[src/rtl/vrf_access_ctrl.sv]
// Sequencer and RAM-port arbiter for the single-port vector register file.
// Fetches up to three operands serially, waits for the result, writes it back.
module vrf_access_ctrl #(
    parameter int unsigned DataWidth = 128,
    parameter int unsigned AddrWidth = 5
) (
    input  logic                 clk_i,
    input  logic                 rst_ni,
    input  logic                 op_req_i,
    output logic                 op_gnt_o,
    input  logic [1:0]           num_operands_i,
    input  logic [AddrWidth-1:0] raddr_a_i,
    input  logic [AddrWidth-1:0] raddr_b_i,
    input  logic [AddrWidth-1:0] raddr_c_i,
    input  logic [AddrWidth-1:0] waddr_i,
    input  logic                 wb_en_i,
    output logic [DataWidth-1:0] rdata_a_o,
    output logic [DataWidth-1:0] rdata_b_o,
    output logic [DataWidth-1:0] rdata_c_o,
    output logic                 operands_valid_o,
    input  logic                 result_valid_i,
    input  logic [DataWidth-1:0] result_i,
    output logic                 done_o,
    output logic                 busy_o,
    input  logic                 lsu_req_i,
    input  logic                 lsu_we_i,
    input  logic [AddrWidth-1:0] lsu_addr_i,
    input  logic [DataWidth-1:0] lsu_wdata_i,
    output logic                 lsu_gnt_o,
    output logic                 lsu_rvalid_o,
    output logic [DataWidth-1:0] lsu_rdata_o,
    output logic                 ram_req_o,
    output logic                 ram_we_o,
    output logic [AddrWidth-1:0] ram_addr_o,
    output logic [DataWidth-1:0] ram_wdata_o,
    input  logic [DataWidth-1:0] ram_rdata_i
);

    typedef enum logic [2:0] {IDLE, READ, CAPTURE, EXEC, WRITE} state_e;

    state_e                 state_q, state_d;
    logic                   prio_lsu_q;
    logic [1:0]             n_q, k_q;
    logic [AddrWidth-1:0]   raddr_a_q, raddr_b_q, raddr_c_q, waddr_q;
    logic                   wb_en_q;
    logic [DataWidth-1:0]   result_q;
    logic                   lsu_rvalid_q;
    logic [AddrWidth-1:0]   read_addr;

    assign read_addr = (k_q == 2'd0) ? raddr_a_q :
                       (k_q == 2'd1) ? raddr_b_q : raddr_c_q;

    always_comb begin
        state_d          = state_q;
        op_gnt_o         = 1'b0;
        lsu_gnt_o        = 1'b0;
        operands_valid_o = 1'b0;
        done_o           = 1'b0;
        ram_req_o        = 1'b0;
        ram_we_o         = 1'b0;
        ram_addr_o       = '0;
        ram_wdata_o      = '0;
        case (state_q)
            IDLE: begin
                op_gnt_o  = op_req_i && !(lsu_req_i && prio_lsu_q) && rst_ni;
                lsu_gnt_o = lsu_req_i && !(op_req_i && !prio_lsu_q) && rst_ni;
                if (op_gnt_o) begin
                    state_d = (num_operands_i != 2'd0) ? READ : EXEC;
                end
            end
            READ: begin
                ram_req_o  = 1'b1;
                ram_addr_o = read_addr;
                if (k_q == n_q - 2'd1) begin
                    state_d = CAPTURE;
                end
            end
            CAPTURE: begin
                lsu_gnt_o = lsu_req_i;
                state_d   = EXEC;
            end
            EXEC: begin
                lsu_gnt_o        = lsu_req_i;
                operands_valid_o = 1'b1;
                if (result_valid_i) begin
                    if (wb_en_q) begin
                        state_d = WRITE;
                    end else begin
                        done_o  = 1'b1;
                        state_d = IDLE;
                    end
                end
            end
            WRITE: begin
                ram_req_o   = 1'b1;
                ram_we_o    = 1'b1;
                ram_addr_o  = waddr_q;
                ram_wdata_o = result_q;
                done_o      = 1'b1;
                state_d     = IDLE;
            end
            default: state_d = IDLE;
        endcase
        // The sequencer never drives the port in a state where the LSU may be granted.
        if (lsu_gnt_o) begin
            ram_req_o   = 1'b1;
            ram_we_o    = lsu_we_i;
            ram_addr_o  = lsu_addr_i;
            ram_wdata_o = lsu_wdata_i;
        end
    end

    always_ff @(posedge clk_i or negedge rst_ni) begin
        if (!rst_ni) begin
            state_q      <= IDLE;
            prio_lsu_q   <= 1'b0;
            n_q          <= 2'd0;
            k_q          <= 2'd0;
            raddr_a_q    <= '0;
            raddr_b_q    <= '0;
            raddr_c_q    <= '0;
            waddr_q      <= '0;
            wb_en_q      <= 1'b0;
            result_q     <= '0;
            lsu_rvalid_q <= 1'b0;
        end else begin
            state_q      <= state_d;
            lsu_rvalid_q <= lsu_gnt_o && !lsu_we_i;
            if (state_q == IDLE && op_req_i && lsu_req_i) begin
                prio_lsu_q <= !prio_lsu_q;
            end
            if (op_gnt_o) begin
                n_q       <= num_operands_i;
                k_q       <= 2'd0;
                raddr_a_q <= raddr_a_i;
                raddr_b_q <= raddr_b_i;
                raddr_c_q <= raddr_c_i;
                waddr_q   <= waddr_i;
                wb_en_q   <= wb_en_i;
            end else if (state_q == READ) begin
                k_q <= k_q + 2'd1;
            end
            if (state_q == EXEC && result_valid_i) begin
                result_q <= result_i;
            end
        end
    end

    // Operand gi is captured one cycle after its address was issued.
    for (genvar gi = 0; gi < 3; gi++) begin : g_opnd
        logic                 cap_en;
        logic [DataWidth-1:0] opnd_q;

        assign cap_en = (state_q == READ && k_q != 2'd0 && (k_q - 2'd1) == 2'(gi)) ||
                        (state_q == CAPTURE && (n_q - 2'd1) == 2'(gi));

        always_ff @(posedge clk_i or negedge rst_ni) begin
            if (!rst_ni) begin
                opnd_q <= '0;
            end else if (op_gnt_o) begin
                opnd_q <= '0;
            end else if (cap_en) begin
                opnd_q <= ram_rdata_i;
            end
        end
    end

    assign rdata_a_o    = g_opnd[0].opnd_q;
    assign rdata_b_o    = g_opnd[1].opnd_q;
    assign rdata_c_o    = g_opnd[2].opnd_q;
    assign busy_o       = (state_q != IDLE);
    assign lsu_rvalid_o = lsu_rvalid_q;
    assign lsu_rdata_o  = ram_rdata_i;

endmodule

[config.mk]
export PLATFORM = sky130hd
export DESIGN_NAME = vrf_access_ctrl
export DESIGN_NICKNAME = d
export VERILOG_FILES = /design/src/rtl/vrf_access_ctrl.sv
export SDC_FILE = /design/constraint.sdc
export NUM_CORES = 1
export LEC_CHECK = 0
export ABC_AREA = 1
export CAP_MARGIN = 25
export CELL_PAD_IN_SITES_DETAIL_PLACEMENT = 1
export CELL_PAD_IN_SITES_GLOBAL_PLACEMENT = 1
export CORE_AREA = 2 2 422 424
export CTS_BUF_LIST = sky130_fd_sc_hd__clkbuf_8 sky130_fd_sc_hd__clkbuf_16
export DETAILED_ROUTE_END_ITERATION = 8
export DIE_AREA = 0 0 424 426
export DONT_BUFFER_PORTS = 1
export PLACE_DENSITY = 0.37
export REMOVE_ABC_BUFFERS = 1
export SLEW_MARGIN = 20
export SYNTH_ARGS = -nofsm -noshare
export SYNTH_HDL_FRONTEND = slang
export SYNTH_SLANG_ARGS = --single-unit
[constraint.sdc]
create_clock -name clk_i -period 2.2 [get_ports clk_i]
set_input_delay 0.44 -clock clk_i [delete_from_list [all_inputs] [get_ports clk_i]]
set_output_delay 0.44 -clock clk_i [all_outputs]
set_load 0.05 [all_outputs]
==> results.cfg <==
[setup_path]
worstPathArrival_ns = 2.38
start_kind = flop
worst-path-max-fanout = 6
r2r_cells = 12
cpPeakStageDelay_ns = 0.39
r2r_start = state_q[0]
endpoint_kind = primary output
crit_path_cell_trace = buf_4, nor2_4, buf_12, buf_16, buf_4, buf_4, nand3_1, nand2_4, buf_12
reg2reg_slack_ns = -0.14
path_class = flop to primary output
slowest_stage = dfrtp_1
r2r-end = rdata_c_o[68]
crit_family = buffers and inverters
path_common_cell = buf_4
critPathBufInv = 6
required_ns = 1.76

[clock_network]
cts.clk_slew.worst_paths_ns = 0.06
hold_buffers = 284
cts.sinks = 542
max-clock-path-buffers = 3
cts_max_level = 3
clkLatencyLatePin_ns = 0.71
cts_tree = yes
cts_root_buf = clkbuf_16
numCtsBuffers = 74

[layout]
layout-drive-gt1-share = 0.299
ff_latch_area_um2 = 13600
fin_area_um2 = 40400
layoutNonFillerInstCount = 5561
num-fill-cells = 19800
area_growth_syn_to_layout_pct = 56.0
multi_input_area_um2 = 11900
fin_nets = 3577

[die]
pin_count = 1071
fp.coreArea_um2 = 176000
dieArea_um2 = 181000
start_util = 0.147
die_w_um = 424
dieHeight_um = 426
fp-row-count = 154

[timing]
period_share = 1.28
hold_viol = 155
setup_viol = 429
worst_slew_pin_slew_ns = 0.997
skew_ns = 0.0341
slew_violations = 0
grt_setup_unrepaired = true
worst_slack_ns = -0.622
relSlewSlack = 0.335
period_minus_slack_ns = 2.82
hold_slack_ns = -0.553
max_freq_mhz = 354

[power_and_ir_drop]
power.total_mw = 64.1
switching_share = 0.496
pwr-share-comb = 0.374
ir_drop_mv = 0.642
pwr_density_cell_nw_per_um2 = 1590
power.leakage_nw = 18.9
clkPwrFrac = 0.191
p_int_mw = 32.3
switchingPower_mw = 31.8
p_seq_frac = 0.435

[status]
violations = hold timing, setup timing
status = finished with violations

[placement]
place_congestion = 0.790
placed_cell_area_um2 = 31500
dp_hpwl_mm = 91.7
dp_cells = 5056
port_buffers = 0

[synth]
yosysSeqAreaShare = 0.524
yosysMostFrequentCell = nand2_1
synth_area_um2 = 25900
yosys_warnings = 0
ys.flop_type = dfrtp_1
synth_top_area_share = 0.524
syn_area_per_cell_um2 = 9.28
netlist-cell-type-count = 23
synth_edf_count = 0
synth-seq-cells = 542
synth_area_leaders = dfrtp_1 52%, nand2_1 11%, nand3_1 10%
async_flop_share = 1.00
synthTopCellsByCount = 734 x nand2_1, 542 x dfrtp_1, 525 x nand3_1
synth_top_cell_by_area = dfrtp_1
syn_inst = 2789

[detailed_routing]
wl_per_cell_um = 25.0
drcViolationCount = 0
routed_wl_mm = 139
dr.pass1.iters = 5
antenna_left = 0
drt_iter0_markers = 1270
vias_per_cell = 4.16
num_vias = 23200

[job]
drv_cap = 0

[global_routing]
grt_pass1_vias = 24700
overflow = 0
grt_pass1_wl_mm = 192
track_usage = 0.144
antenna_found_initial = 15
grt_max_degree = 545

[hold_path]
hp-class = input port to async pin
-- layout by cell type (no fill, tap or decap), types with 27 or more instances in the layout --
cell type      Yosys  final
dlygate4sd3_1      0    284
mux2_4            90     90
nand2_2            0     70
buf_12             0    203
nand4_1          384    384
nand3_1          525    481
buf_4            143    128
inv_1             17     36
nand3_2            0     39
clkbuf_16          0     94
buf_16             0     27
dfrtp_1          542    541
nand2_4            0    189
mux2_2            30     30
nand2_1          734    472
-- layout make-up --
type                            instances  area share
Antenna cell                           11    0.000682
Clock buffer                           93      0.0532
Clock inverter                         41     0.00700
Inverter                               21     0.00307
Multi-Input combinational cell       1824       0.294
Sequential cell                       542       0.336
Tap cell                             2340      0.0725
Timing Repair Buffer                  688       0.233
Timing Repair inverter                  1    0.000744
-- kinds of logic after synthesis --
| group | after synthesis | synth area share |
|---|---|---|
| and+or+nand+nor | 1656 | 0.303 |
| DFF | 542 | 0.524 |
| buffers and inverters | 423 | 0.0935 |
| xor gates and xnor gates | 2 | 0.000677 |
| AOI/OAI and AO/OA | 31 | 0.00653 |
| muxes | 128 | 0.0687 |
| adders and majority gates | 7 | 0.00338 |
-- routing by layer --
layer  vias to the layer above  track usage  part of all wire
met5                         -            0           0.00027
met4                         6       0.0536             0.033
met3                       176       0.0447             0.071
met2                       822        0.256              0.52
met1                     11800        0.159              0.38
li1                      10300            -                 -
-- stage by stage --
| stage | setup TNS, ns | utilization | setup WS, ns |
|---|---|---|---|
| detailed placement | -34.52 | 0.179 | -0.301 |
| CTS | -120.00 | 0.216 | -0.778 |
| global placement | -21.82 | 0.179 | -0.242 |
| floorplan | -6533.77 | - | -17.69 |
| global route | -136.23 | 0.230 | -0.774 |
| finish | -86.14 | 0.230 | -0.622 |
-- worst max-delay path by stage --
stage,from,to,cells after the start,slack [ns]
after global routing,state_q[0],ram_wdata_o[20],11,-0.77
final,state_q[0],ram_wdata_o[87],9,-0.62
after CTS,state_q[2],ram_wdata_o[116],11,-0.78
after global placement,rst_ni,ram_wdata_o[63],8,-0.24
after detailed placement,rst_ni,ram_wdata_o[74],8,-0.30
after floorplan,state_q[2],raddr_c_q[4],6,-17.69
-- timing repair --
action                                  CTS  global route
resized for setup                       175           433
pin swaps                                13            50
endpoints found under the hold margin  1080           155
gates cloned                             15            20
buffers inserted                         26            21
setup endpoints to repair               140           523
-- power groups by stage --
| stage | registers (mW) | clock network (mW) | logic (mW) |
|---|---|---|---|
| 2_1_floorplan | 26.3 | 0 | 12.1 |
| 3_3_place_gp | 28.1 | 0 | 19.3 |
| 3_5_place_dp | 28.1 | 0 | 19.6 |
| 4_1_cts | 27.9 | 12.7 | 22.3 |
| 5_1_grt | 28.4 | 13.0 | 26.1 |
| 6_report | 27.9 | 12.2 | 24.0 |
-- sequential cells by signal, indices dropped and copies added (netlist names), 5 cells and up --
signal and flops:
raddr_a_q 5, rdata_c_o 128, rdata_b_o 128, rdata_a_o 128, raddr_c_q 5, result_q 128
waddr_q 5, raddr_b_q 5
(Power assumes the default switching activity.)
